## src/rtl/dlx_bus_pkg.sv

```systemverilog
// dlx_bus_pkg : shared state encoding and constants for the DLX bus initiator (rev 1.0)
`default_nettype none

package dlx_bus_pkg;

    localparam int DATA_W          = 32;
    localparam int DEFAULT_TIMEOUT = 16;

    typedef enum logic [1:0] {
        ST_IDLE    = 2'd0,
        ST_BUS     = 2'd1,
        ST_RECOVER = 2'd2
    } bus_state_t;

endpackage

`default_nettype wire

```

## src/rtl/dlx_bus_timeout.sv

```systemverilog
// dlx_bus_timeout : clear/enable cycle counter with terminal-count flag (rev 1.0)
`default_nettype none

module dlx_bus_timeout #(
    parameter int TIMEOUT = 16
) (
    input  logic clk,
    input  logic rst,
    input  logic clear,
    input  logic enable,
    output logic terminal
);

    logic [7:0] count;

    always_ff @(posedge clk or posedge rst) begin
        if (rst) begin
            count <= 8'd0;
        end else if (clear) begin
            count <= 8'd0;
        end else if (enable) begin
            count <= count + 8'd1;
        end
    end

    // Counter holds k-1 before the k-th edge spent in BUS, so this fires on edge TIMEOUT.
    assign terminal = (count == 8'(TIMEOUT - 1));

endmodule

`default_nettype wire

```

## src/rtl/dlx_bus_master.sv

```systemverilog
// dlx_bus_master : single-word DLX bus initiator with ACK wait and timeout abort (rev 1.0)
`default_nettype none

module dlx_bus_master
    import dlx_bus_pkg::*;
#(
    parameter int TIMEOUT = DEFAULT_TIMEOUT
) (
    input  logic              CLK,
    input  logic              RST,
    input  logic              REQ_VALID,
    output logic              REQ_READY,
    input  logic              REQ_WE,
    input  logic [DATA_W-1:0] REQ_ADDR,
    input  logic [DATA_W-1:0] REQ_WDATA,
    output logic              RESP_VALID,
    output logic [DATA_W-1:0] RESP_RDATA,
    output logic              RESP_ERR,
    output logic              AS_N,
    output logic              WR_N,
    output logic [DATA_W-1:0] MAO,
    output logic [DATA_W-1:0] MDO,
    input  logic              ACK_N,
    input  logic [DATA_W-1:0] DI
);

    bus_state_t state;
    logic       accept;
    logic       tmo_terminal;

    assign accept = (state == ST_IDLE) && REQ_VALID && REQ_READY;

    dlx_bus_timeout #(
        .TIMEOUT (TIMEOUT)
    ) u_timeout (
        .clk      (CLK),
        .rst      (RST),
        .clear    (accept),
        .enable   (state == ST_BUS),
        .terminal (tmo_terminal)
    );

    always_ff @(posedge CLK or posedge RST) begin
        if (RST) begin
            state      <= ST_IDLE;
            AS_N       <= 1'b1;
            WR_N       <= 1'b1;
            MAO        <= '0;
            MDO        <= '0;
            RESP_VALID <= 1'b0;
            RESP_ERR   <= 1'b0;
            RESP_RDATA <= '0;
            REQ_READY  <= 1'b1;
        end else begin
            RESP_VALID <= 1'b0;
            case (state)
                ST_IDLE: begin
                    if (accept) begin
                        MAO       <= REQ_ADDR;
                        MDO       <= REQ_WDATA;
                        WR_N      <= ~REQ_WE;
                        AS_N      <= 1'b0;
                        REQ_READY <= 1'b0;
                        state     <= ST_BUS;
                    end
                end
                ST_BUS: begin
                    // An acknowledge on the timeout edge still completes the access normally.
                    if (!ACK_N) begin
                        if (WR_N) begin
                            RESP_RDATA <= DI;
                        end
                        AS_N       <= 1'b1;
                        WR_N       <= 1'b1;
                        RESP_VALID <= 1'b1;
                        RESP_ERR   <= 1'b0;
                        state      <= ST_RECOVER;
                    end else if (tmo_terminal) begin
                        AS_N       <= 1'b1;
                        WR_N       <= 1'b1;
                        RESP_VALID <= 1'b1;
                        RESP_ERR   <= 1'b1;
                        RESP_RDATA <= '0;
                        state      <= ST_RECOVER;
                    end
                end
                ST_RECOVER: begin
                    REQ_READY <= 1'b1;
                    state     <= ST_IDLE;
                end
                default: begin
                    AS_N      <= 1'b1;
                    WR_N      <= 1'b1;
                    REQ_READY <= 1'b1;
                    state     <= ST_IDLE;
                end
            endcase
        end
    end

endmodule

`default_nettype wire

```

## config.mk

```make
export PLATFORM = sky130hd
export DESIGN_NAME = dlx_bus_master
export DESIGN_NICKNAME = d
export VERILOG_FILES = /design/src/rtl/dlx_bus_pkg.sv /design/src/rtl/dlx_bus_timeout.sv /design/src/rtl/dlx_bus_master.sv
export SDC_FILE = /design/constraint.sdc
export NUM_CORES = 1
export LEC_CHECK = 0
export ABC_AREA = 1
export BUFFER_PORTS_ARGS = -buffer_cell sky130_fd_sc_hd__buf_2
export CAP_MARGIN = 40
export CORE_MARGIN = 3
export CORE_UTILIZATION = 30
export CTS_CLUSTER_SIZE = 28
export DETAILED_ROUTE_END_ITERATION = 6
export MAX_ROUTING_LAYER = met4
export SLEW_MARGIN = 10
export SYNTH_ARGS = -nofsm -noshare
export SYNTH_HDL_FRONTEND = slang
export SYNTH_HIERARCHICAL = 1
export SYNTH_SLANG_ARGS = --single-unit
```

## constraint.sdc

```tcl
create_clock -name CLK -period 4.94 [get_ports CLK]
set_input_delay 0.247 -clock CLK [delete_from_list [all_inputs] [get_ports CLK]]
set_output_delay 0.247 -clock CLK [all_outputs]
set_load 0.05 [all_outputs]
```

==> impl_metrics.json, run 1 <==
{
  "clockRootBuffer": "clkbuf_16",
  "ys.flop_type": "dfrtp_1",
  "dpl.hpwl_um": 8430,
  "slew_violations": 0,
  "cellPowerDensity_nw_per_um2": 718,
  "critPathLaunchType": "flop",
  "vias": 4018,
  "period_minus_slack_ns": 2.52,
  "clk_pin_slew_ns": 0.08,
  "numClockSinks": 111,
  "synth_edf_count": 0,
  "antenna_cells": 0,
  "rsz0062_at_grt": "false",
  "dp_slack_ns": 2.41,
  "drt-total-wl_um": 12200,
  "antenna_found_initial": 0,
  "h-tree-depth": 3,
  "tightest_slew_ns": 0.722,
  "mostFrequentLayoutCells": "nand2_1, buf_2, dfrtp_1",
  "vdd_ir_drop_max_mv": 0.400,
  "cellLeakagePower_nw": 3.59,
  "cts_tree": "yes",
  "cap_viol_max_count": 0,
  "row_count": 44,
  "path_max_fanout": 33,
  "yosysSeqAreaShare_pct": 59.8,
  "syn_area_um2": 4650,
  "hp-class": "input port to flop",
  "utilization_pct": 40.9,
  "end_kind": "flop",
  "grt_max_degree": 70,
  "crit_type": "flop to flop",
  "syn-num-nets": 643,
  "initial_core_util_pct": 31.3,
  "ys_ff_latch": 111,
  "setup_ws_ns": 2.42,
  "cp.arrival_ns": 2.75,
  "drive_gt1_share_pct": 31.9,
  "grt-ovfl-total": 0,
  "worst_skew_pair.late_latency_ns": 0.35,
  "ioPinCount": 202,
  "grt_pass1_wl_um": 19300,
  "async_flop_share_pct": 100,
  "status": "finished clean",
  "track_usage_pct": 14.7,
  "area_growth_pct": 30.8,
  "nets": 836,
  "setup_tns_ns": 0,
  "post_drt_wl_per_cell_um": 13.2,
  "hold_viol_final": 0,
  "core_um2": 14900,
  "synth_cells": 541,
  "avgSynthCellArea_um2": 8.59,
  "dieArea_um2": 17000,
  "fin_worst_skew_ns": 0.00671,
  "cts_buffers": 9,
  "gp_congestion": 0.819,
  "fmax_ghz": 0.398,
  "final_common_cell": "nand2_1",
  "detail_route.vias_per_cell": 4.35,
  "grt_pass1_vias": 3793,
  "die_y_um": 130,
  "ys_warn_count": 6,
  "drtPass1Iterations": 4,
  "clk_path_buf_depth": 2,
  "setup_viol": 0,
  "min_period_over_period_pct": 50.9,
  "synth.distinct_cells": 24,
  "required_ns": 5.17,
  "post_cts_resized": 0,
  "drc": 0,
  "die_w_um": 130,
  "antenna_left": 0,
  "io_buffer_count": 201,
  "relSlewSlack_pct": 51.8,
  "drt_iter0_markers": 200
}
==> stage by stage <==
step                      hold WS, ns  total power [mW]  std cells  instance area [um2]
after floorplan                0.0627              3.15        541                 4650
after global placement          0.245              3.68        905                 5760
after detailed placement        0.251              3.70        906                 5790
after CTS                      0.0521              4.41        923                 6080
after global routing           0.0609              4.61        923                 6080
final                          0.0700              4.36        923                 6080
==> cell families after synthesis <==
group,synth area share [%]
fa+ha+maj,0.269
simple gates,33.5
xor+xnor,0.188
buf+inv,5.09
flops,59.8
compound gates,1.10
==> cell type report <==
type                       count  area (um2)
fill                        1541        8780
timing repair buffer         208        1080
tap                          184         230
clock inverter                 7        55.1
clock buffer                   9         225
sequential                   111        2780
multi-input combinational    384        1630
inverter                      20        77.6
==> layer usage <==
metal  global-route usage (%)  up-vias  share of wire, %
met5                        -        -                 0
met4                     5.26        0               1.5
met3                     4.15       12               9.4
met2                     20.4      174                41
met1                     20.5     1799                48
li1                         -     2033                 -
==> cells in the mapped netlist (2+ instances only) <==
cell type | number | area share (%)
nand2_1 | 315 | 25
dfrtp_1 | 108 | 58
nand3b_1 | 32 | 5.2
inv_1 | 18 | 1.5
buf_2 | 12 | 1.3
nor2_1 | 10 | 0.81
clkbuf_1 | 7 | 0.57
buf_6 | 6 | 1.5
nand3_1 | 6 | 0.65
a21oi_1 | 4 | 0.43
nor2_2 | 4 | 0.54
dfstp_2 | 3 | 1.7
o21ai_0 | 3 | 0.32
inv_2 | 2 | 0.16
nor3_1 | 2 | 0.22
==> sequential cells by signal, indices dropped and copies added, names as in the netlist <==
name,flops
WR_N,1
MDO,32
MAO,32
AS_N,1
REQ_READY,1
RESP_VALID,1
state,2
u_timeout/count,8
RESP_ERR,1
RESP_RDATA,32
==> critical path, cell delays in order, from the launching register on <==
cell	delay, ns
dfrtp_1	0.41
ha_1	0.19
nand2_1	0.07
nor2_1	0.12
inv_1	0.05
nor4_1	0.24
inv_1	0.11
o21ai_2	0.12
buf_4	0.32
nand2_1	0.36
buf_16	0.28
nand2_1	0.07
nand2_1	0.05
==> worst paths after layout <==
check,start,endpoint,slack [ns],cells after the start
min reg2reg,AS_N,AS_N,0.46,2
max in group asynchronous,RST,MAO[12],3.30,4
min,REQ_VALID,REQ_READY,0.07,2
max,u_timeout/count[0],RESP_RDATA[18],2.42,12
min in group asynchronous,RST,u_timeout/count[1],0.42,3
max reg2reg,u_timeout/count[0],RESP_RDATA[18],2.42,12
==> where the power goes <==
group | internal [mW] | total, mW | switching (mW) | leakage [nW]
clock network | 0.348 | 0.691 | 0.343 | 0.138
registers | 1.30 | 1.51 | 0.218 | 1.43
logic | 0.451 | 2.16 | 1.71 | 2.03
total | 2.09 | 4.36 | 2.27 | 3.59
==> repair_timing <==
| action | CTS | global route |
|---|---|---|
| endpoints found under the hold margin | 8 | 0 |
| hold buffers | 1 | 0 |
| setup buffers | 0 | 0 |
Power figures use the tool's default switching activity.
==> inputs of run 2 (changes only) <==
==> constraint.sdc (replaced) <==
create_clock -name CLK -period 2 [get_ports CLK]
set_input_delay 0.1 -clock CLK [delete_from_list [all_inputs] [get_ports CLK]]
set_output_delay 0.1 -clock CLK [all_outputs]
set_load 0.05 [all_outputs]
==> impl_metrics.json, run 2 (synthesis gave the netlist of run 1 again) <==
{
  "numClockSinks": 111,
  "clock_power_share_pct": 15.5,
  "row_count": 44,
  "grt_max_degree": 104,
  "final_common_cell": "nand2_1",
  "drive_gt1_share_pct": 29.7,
  "reg_top3": "MAO x32, MDO x32, RESP_RDATA x32",
  "reg2reg_depth": 11,
  "dpl.hpwl_um": 8470,
  "gp_congestion": 0.763,
  "grt_pass1_vias": 4251,
  "h-tree-depth": 3,
  "worst_skew_pair.late_latency_ns": 0.35,
  "swShare_pct": 51.8,
  "setup_tns_ns": 0,
  "tightest_slew_ns": 0.573,
  "p_switching_mw": 5.68,
  "detail_route.vias_per_cell": 4.43,
  "antenna_cells": 0,
  "period_minus_slack_ns": 1.84,
  "cts_tree": "yes",
  "mostFrequentLayoutCells": "nand2_1, buf_2, dfrtp_1",
  "drt-total-wl_um": 13300,
  "nets": 906,
  "fmax_ghz": 0.544,
  "pwr-share-comb_pct": 50.5,
  "cap_viol_max_count": 0,
  "ioPinCount": 202,
  "die_w_um": 130,
  "hp-class": "input port to flop",
  "crit_type": "flop to flop",
  "antenna_found_initial": 0,
  "rsz0062_at_grt": "false",
  "antenna_left": 0,
  "clk_pin_slew_ns": 0.07,
  "die_y_um": 130,
  "io_buffer_count": 201,
  "slew_violations": 0,
  "fin_worst_skew_ns": 0.00443,
  "post_drt_wl_per_cell_um": 13.4,
  "grt_pass1_wl_um": 20800,
  "place_area_um2": 5850,
  "drc": 0,
  "n_fill_cell": 1428,
  "cts_buffers": 9,
  "relSlewSlack_pct": 61.8,
  "vdd_ir_drop_max_mv": 0.983,
  "core_um2": 14900,
  "min_period_over_period_pct": 91.9,
  "cellLeakagePower_nw": 3.90,
  "status": "finished clean",
  "drt_iter0_markers": 219,
  "required_ns": 2.24,
  "clockRootBuffer": "clkbuf_16",
  "initial_core_util_pct": 31.3,
  "dieArea_um2": 17000,
  "track_usage_pct": 15.8,
  "clk_path_buf_depth": 2,
  "critPathLaunchType": "flop",
  "vias": 4401,
  "grt-ovfl-total": 0,
  "seqPwrFrac_pct": 34.0,
  "path_max_fanout": 32,
  "cellPowerDensity_nw_per_um2": 1610,
  "final_cell_area_um2": 6810,
  "end_kind": "flop",
  "hold_viol_final": 0,
  "holdPathStages": 4,
  "cp.arrival_ns": 2.08,
  "area_growth_pct": 46.6,
  "p_int_mw": 5.30,
  "drtPass1Iterations": 4,
  "setup_viol": 0
}
-- run 2: cell type report --
| cell class | instances | area (um2) | area share [%] |
|---|---|---|---|
| clock inverter | 7 | 56.3 | 0.826 |
| tap | 184 | 230 | 3.38 |
| timing repair buffer | 278 | 1800 | 26.5 |
| inverter | 20 | 78.8 | 1.16 |
| multi-input combinational | 384 | 1640 | 24.0 |
| sequential | 111 | 2780 | 40.8 |
| clock buffer | 9 | 225 | 3.31 |
-- run 2: final timing paths --
path / end / slack [ns] / from
min reg2reg: RESP_RDATA[3] / 0.47 / RESP_RDATA[3]
max: RESP_RDATA[17] / 0.16 / u_timeout/count[1]
min in group asynchronous: u_timeout/count[0] / 0.28 / RST
min: RESP_RDATA[29] / 0.07 / DI[29]
max in group asynchronous: MAO[27] / 1.08 / RST
max reg2reg: RESP_RDATA[17] / 0.16 / u_timeout/count[1]
-- run 2: timing repair --
| item | 4_1_cts | 5_1_grt |
|---|---|---|
| hold endpoints to repair | 175 | 0 |
| buffers inserted | 0 | 0 |
| gates resized for setup | 0 | 1 |
| endpoints found under the setup margin | 0 | 32 |
| hold buffers | 68 | 0 |
-- run 2: power by group through the flow --
stage	Clock (mW)	Sequential, mW	Combinational (mW)
after floorplan	0	6.88	0.900
after global placement	0	3.76	5.40
after detailed placement	0	3.73	5.46
after CTS	1.79	3.73	5.54
after global routing	1.87	3.85	5.85
final	1.70	3.73	5.54
-- run 2: metrics by stage --
stage	util, %	hold slack [ns]	power, mW	cells	worst slack (ns)
floorplan	-	-0.0843	7.78	541	0.211
global placement	39.3	0.110	9.15	909	0.179
detailed placement	39.3	0.112	9.19	909	0.101
CTS	45.8	0.0475	11.1	993	0.0834
global route	45.8	0.0623	11.6	993	0.0131
finish	45.8	0.0671	11.0	993	0.161
-- run 2: per-layer routing --
layer / vias up / track usage [%] / wire length, um
met5: - / - / 0
met4: 0 / 7.20 / 386
met3: 30 / 2.93 / 914
met2: 192 / 24.4 / 6090
met1: 1994 / 20.2 / 5940
li1: 2185 / - / -
-- run 2: worst max-delay path: stages, from the launching register on --
cell     delay, ns
dfrtp_1       0.38
ha_1          0.18
nand2_1       0.07
nor2_1        0.14
inv_1         0.07
nor4_2        0.17
inv_1         0.10
o21ai_2       0.19
nand2_1       0.12
buf_12        0.19
nand2_1       0.07
nand2_1       0.04
==> inputs of run 3 (changes only) <==
--- a/config.mk
+++ b/config.mk
@@ -8,11 +8,16 @@
 export ABC_AREA = 1
 export BUFFER_PORTS_ARGS = -buffer_cell sky130_fd_sc_hd__buf_2
 export CAP_MARGIN = 40
+export CELL_PAD_IN_SITES_DETAIL_PLACEMENT = 2
+export CELL_PAD_IN_SITES_GLOBAL_PLACEMENT = 2
+export CORE_ASPECT_RATIO = 2
 export CORE_MARGIN = 3
-export CORE_UTILIZATION = 30
+export CORE_UTILIZATION = 24
 export CTS_CLUSTER_SIZE = 28
 export DETAILED_ROUTE_END_ITERATION = 6
+export HOLD_SLACK_MARGIN = 0.02
 export MAX_ROUTING_LAYER = met4
+export PLACE_DENSITY_LB_ADDON = 0.1
 export SLEW_MARGIN = 10
 export SYNTH_ARGS = -nofsm -noshare
 export SYNTH_HDL_FRONTEND = slang
==> impl_metrics.json, run 3 (synthesis gave the netlist of run 1 again) <==
{
  "status": "finished clean",
  "dp.cells": 984,
  "min_to": "RESP_RDATA[10]",
  "cellLeakagePower_nw": 3.94,
  "gp_congestion": 0.728,
  "drt_iter0_markers": 64,
  "track_usage_pct": 17.4,
  "min_period_over_period_pct": 93.9,
  "dpl.hpwl_um": 12100,
  "detail_route.vias_per_cell": 4.30,
  "area_growth_pct": 50.4,
  "critPathLaunchType": "flop",
  "place_area_um2": 5980,
  "finalNonFillerCells": 1071,
  "path_max_fanout": 32,
  "p_switching_mw": 5.82,
  "reg2reg_depth": 11,
  "cpPeakStageDelay_ns": 0.38,
  "ff2ff_setup_slack_ns": 0.12,
  "initial_core_util_pct": 24.6,
  "swShare_pct": 51.5,
  "clock_power_share_pct": 16.5,
  "cp.arrival_ns": 2.12,
  "numClockSinks": 111,
  "nets": 912,
  "period_minus_slack_ns": 1.88,
  "final_common_cell": "nand2_1",
  "cap_viol_max_count": 0,
  "post_drt_wl_per_cell_um": 16.2,
  "p_int_mw": 5.49,
  "drt-total-wl_um": 17300,
  "fin_worst_skew_ns": 0.0122,
  "mostFrequentLayoutCells": "nand2_1, buf_2, dfrtp_1",
  "vias": 4606,
  "reg2reg_from": "u_timeout/count[0]",
  "reg_top3": "MAO x32, MDO x32, RESP_RDATA x32",
  "seqPwrFrac_pct": 33.3,
  "vdd_ir_drop_max_mv": 0.714,
  "pwr-share-comb_pct": 50.2,
  "end_kind": "flop",
  "slew_violations": 0,
  "hold_viol_final": 0,
  "grt_pass1_vias": 5428,
  "clk_pin_slew_ns": 0.08,
  "hold_start": "DI[10]",
  "antenna_found_initial": 1,
  "cpMaxStageDelayCell": "dfrtp_1",
  "required_ns": 2.24,
  "worst_skew_pair.late_latency_ns": 0.35,
  "cpMostUsedCell": "nand2_1",
  "h-tree-depth": 3,
  "cp_cell_sequence": "ha_2, nand2_1, nor2_2, inv_1, nor4_2, inv_1, o21ai_2, nand2_2, buf_12, nand2_1, nand2_1",
  "setup_viol": 0,
  "die_y_um": 203,
  "utilization_pct": 37.0,
  "final_cell_area_um2": 6990,
  "grt_pass1_wl_um": 28500,
  "crit_type": "flop to flop",
  "fmax_ghz": 0.532,
  "clk_path_buf_depth": 2,
  "drive_gt1_share_pct": 30.4,
  "cts_tree": "yes",
  "setup_tns_ns": 0,
  "grt-ovfl-total": 0,
  "drtPass1Iterations": 4,
  "hp-class": "input port to flop",
  "worst_hold_slack_ns": 0.0601,
  "tightest_slew_ns": 0.425,
  "antenna_left": 0,
  "ioPinCount": 202,
  "drc": 0,
  "r2r-end": "RESP_RDATA[31]",
  "holdPathStages": 4,
  "relSlewSlack_pct": 71.6,
  "core_um2": 18900,
  "dieArea_um2": 21200,
  "cts_buffers": 9,
  "cellPowerDensity_nw_per_um2": 1620,
  "row_count": 71,
  "clockRootBuffer": "clkbuf_16",
  "io_buffer_count": 201,
  "grt_max_degree": 69,
  "die_w_um": 104
}
==> run 3: layout make-up <==
type | instances | area, um2
flip-flops and latches | 111 | 2780
repair buffers | 284 | 1870
diodes | 1 | 2.50
clock buffers | 12 | 256
multi-input cells | 384 | 1650
fillers | 2169 | 11900
clock inverters | 4 | 45.0
well taps | 255 | 319
inverters | 20 | 78.8
==> run 3: power by group through the flow <==
stage	Clock (mW)	Sequential, mW	Combinational [mW]
6_report	1.87	3.77	5.67
5_1_grt	2.02	3.91	6.05
3_5_place_dp	0	3.81	5.59
2_1_floorplan	0	6.88	0.900
4_1_cts	1.95	3.79	5.71
3_3_place_gp	0	3.77	5.47
==> run 3: metal layers <==
layer,track usage (%),vias up,share of wire (%)
met3,3.31,18,4.5
met1,17.7,2272,37
met4,6.42,0,2.3
met2,32.6,133,56
li1,-,2183,-
met5,-,-,0
==> run 3: how the worst max path moves through the flow <==
| stage | from | endpoint | slack [ns] | cells past startpoint |
|---|---|---|---|---|
| finish | u_timeout/count[0] | RESP_RDATA[31] | 0.12 | 11 |
| global route | u_timeout/count[0] | RESP_RDATA[31] | -0.04 | 10 |
| CTS | u_timeout/count[1] | RESP_RDATA[31] | 0.07 | 11 |
| detailed placement | u_timeout/count[1] | RESP_RDATA[31] | 0.009 | 10 |
| global placement | u_timeout/count[0] | RESP_RDATA[17] | 0.06 | 10 |
| floorplan | u_timeout/count[0] | RESP_RDATA[0] | 0.21 | 11 |
==> run 3: stage by stage <==
| step | power (mW) | worst slack (ns) |
|---|---|---|
| floorplan | 7.78 | 0.211 |
| global placement | 9.24 | 0.0574 |
| detailed placement | 9.40 | 0.00903 |
| CTS | 11.4 | 0.0661 |
| global route | 12.0 | -0.0385 |
| finish | 11.3 | 0.121 |
==> run 3: worst max-delay path: cells and delay by family (launching register included) <==
family | cells | cell delay [ns]
and+or+nand+nor | 6 | 0.59
DFF | 1 | 0.38
buffers and inverters | 3 | 0.37
AOI/OAI and AO/OA | 1 | 0.22
adders and majority gates | 1 | 0.20
==> run 3: repair_timing <==
| action | 4_1_cts | 5_1_grt |
|---|---|---|
| endpoints found under the setup margin | 12 | 32 |
| pin swaps | 0 | 1 |
| hold buffers | 68 | 0 |
| resized for setup | 2 | 3 |
| setup buffers | 0 | 2 |
| endpoints found under the hold margin | 86 | 0 |
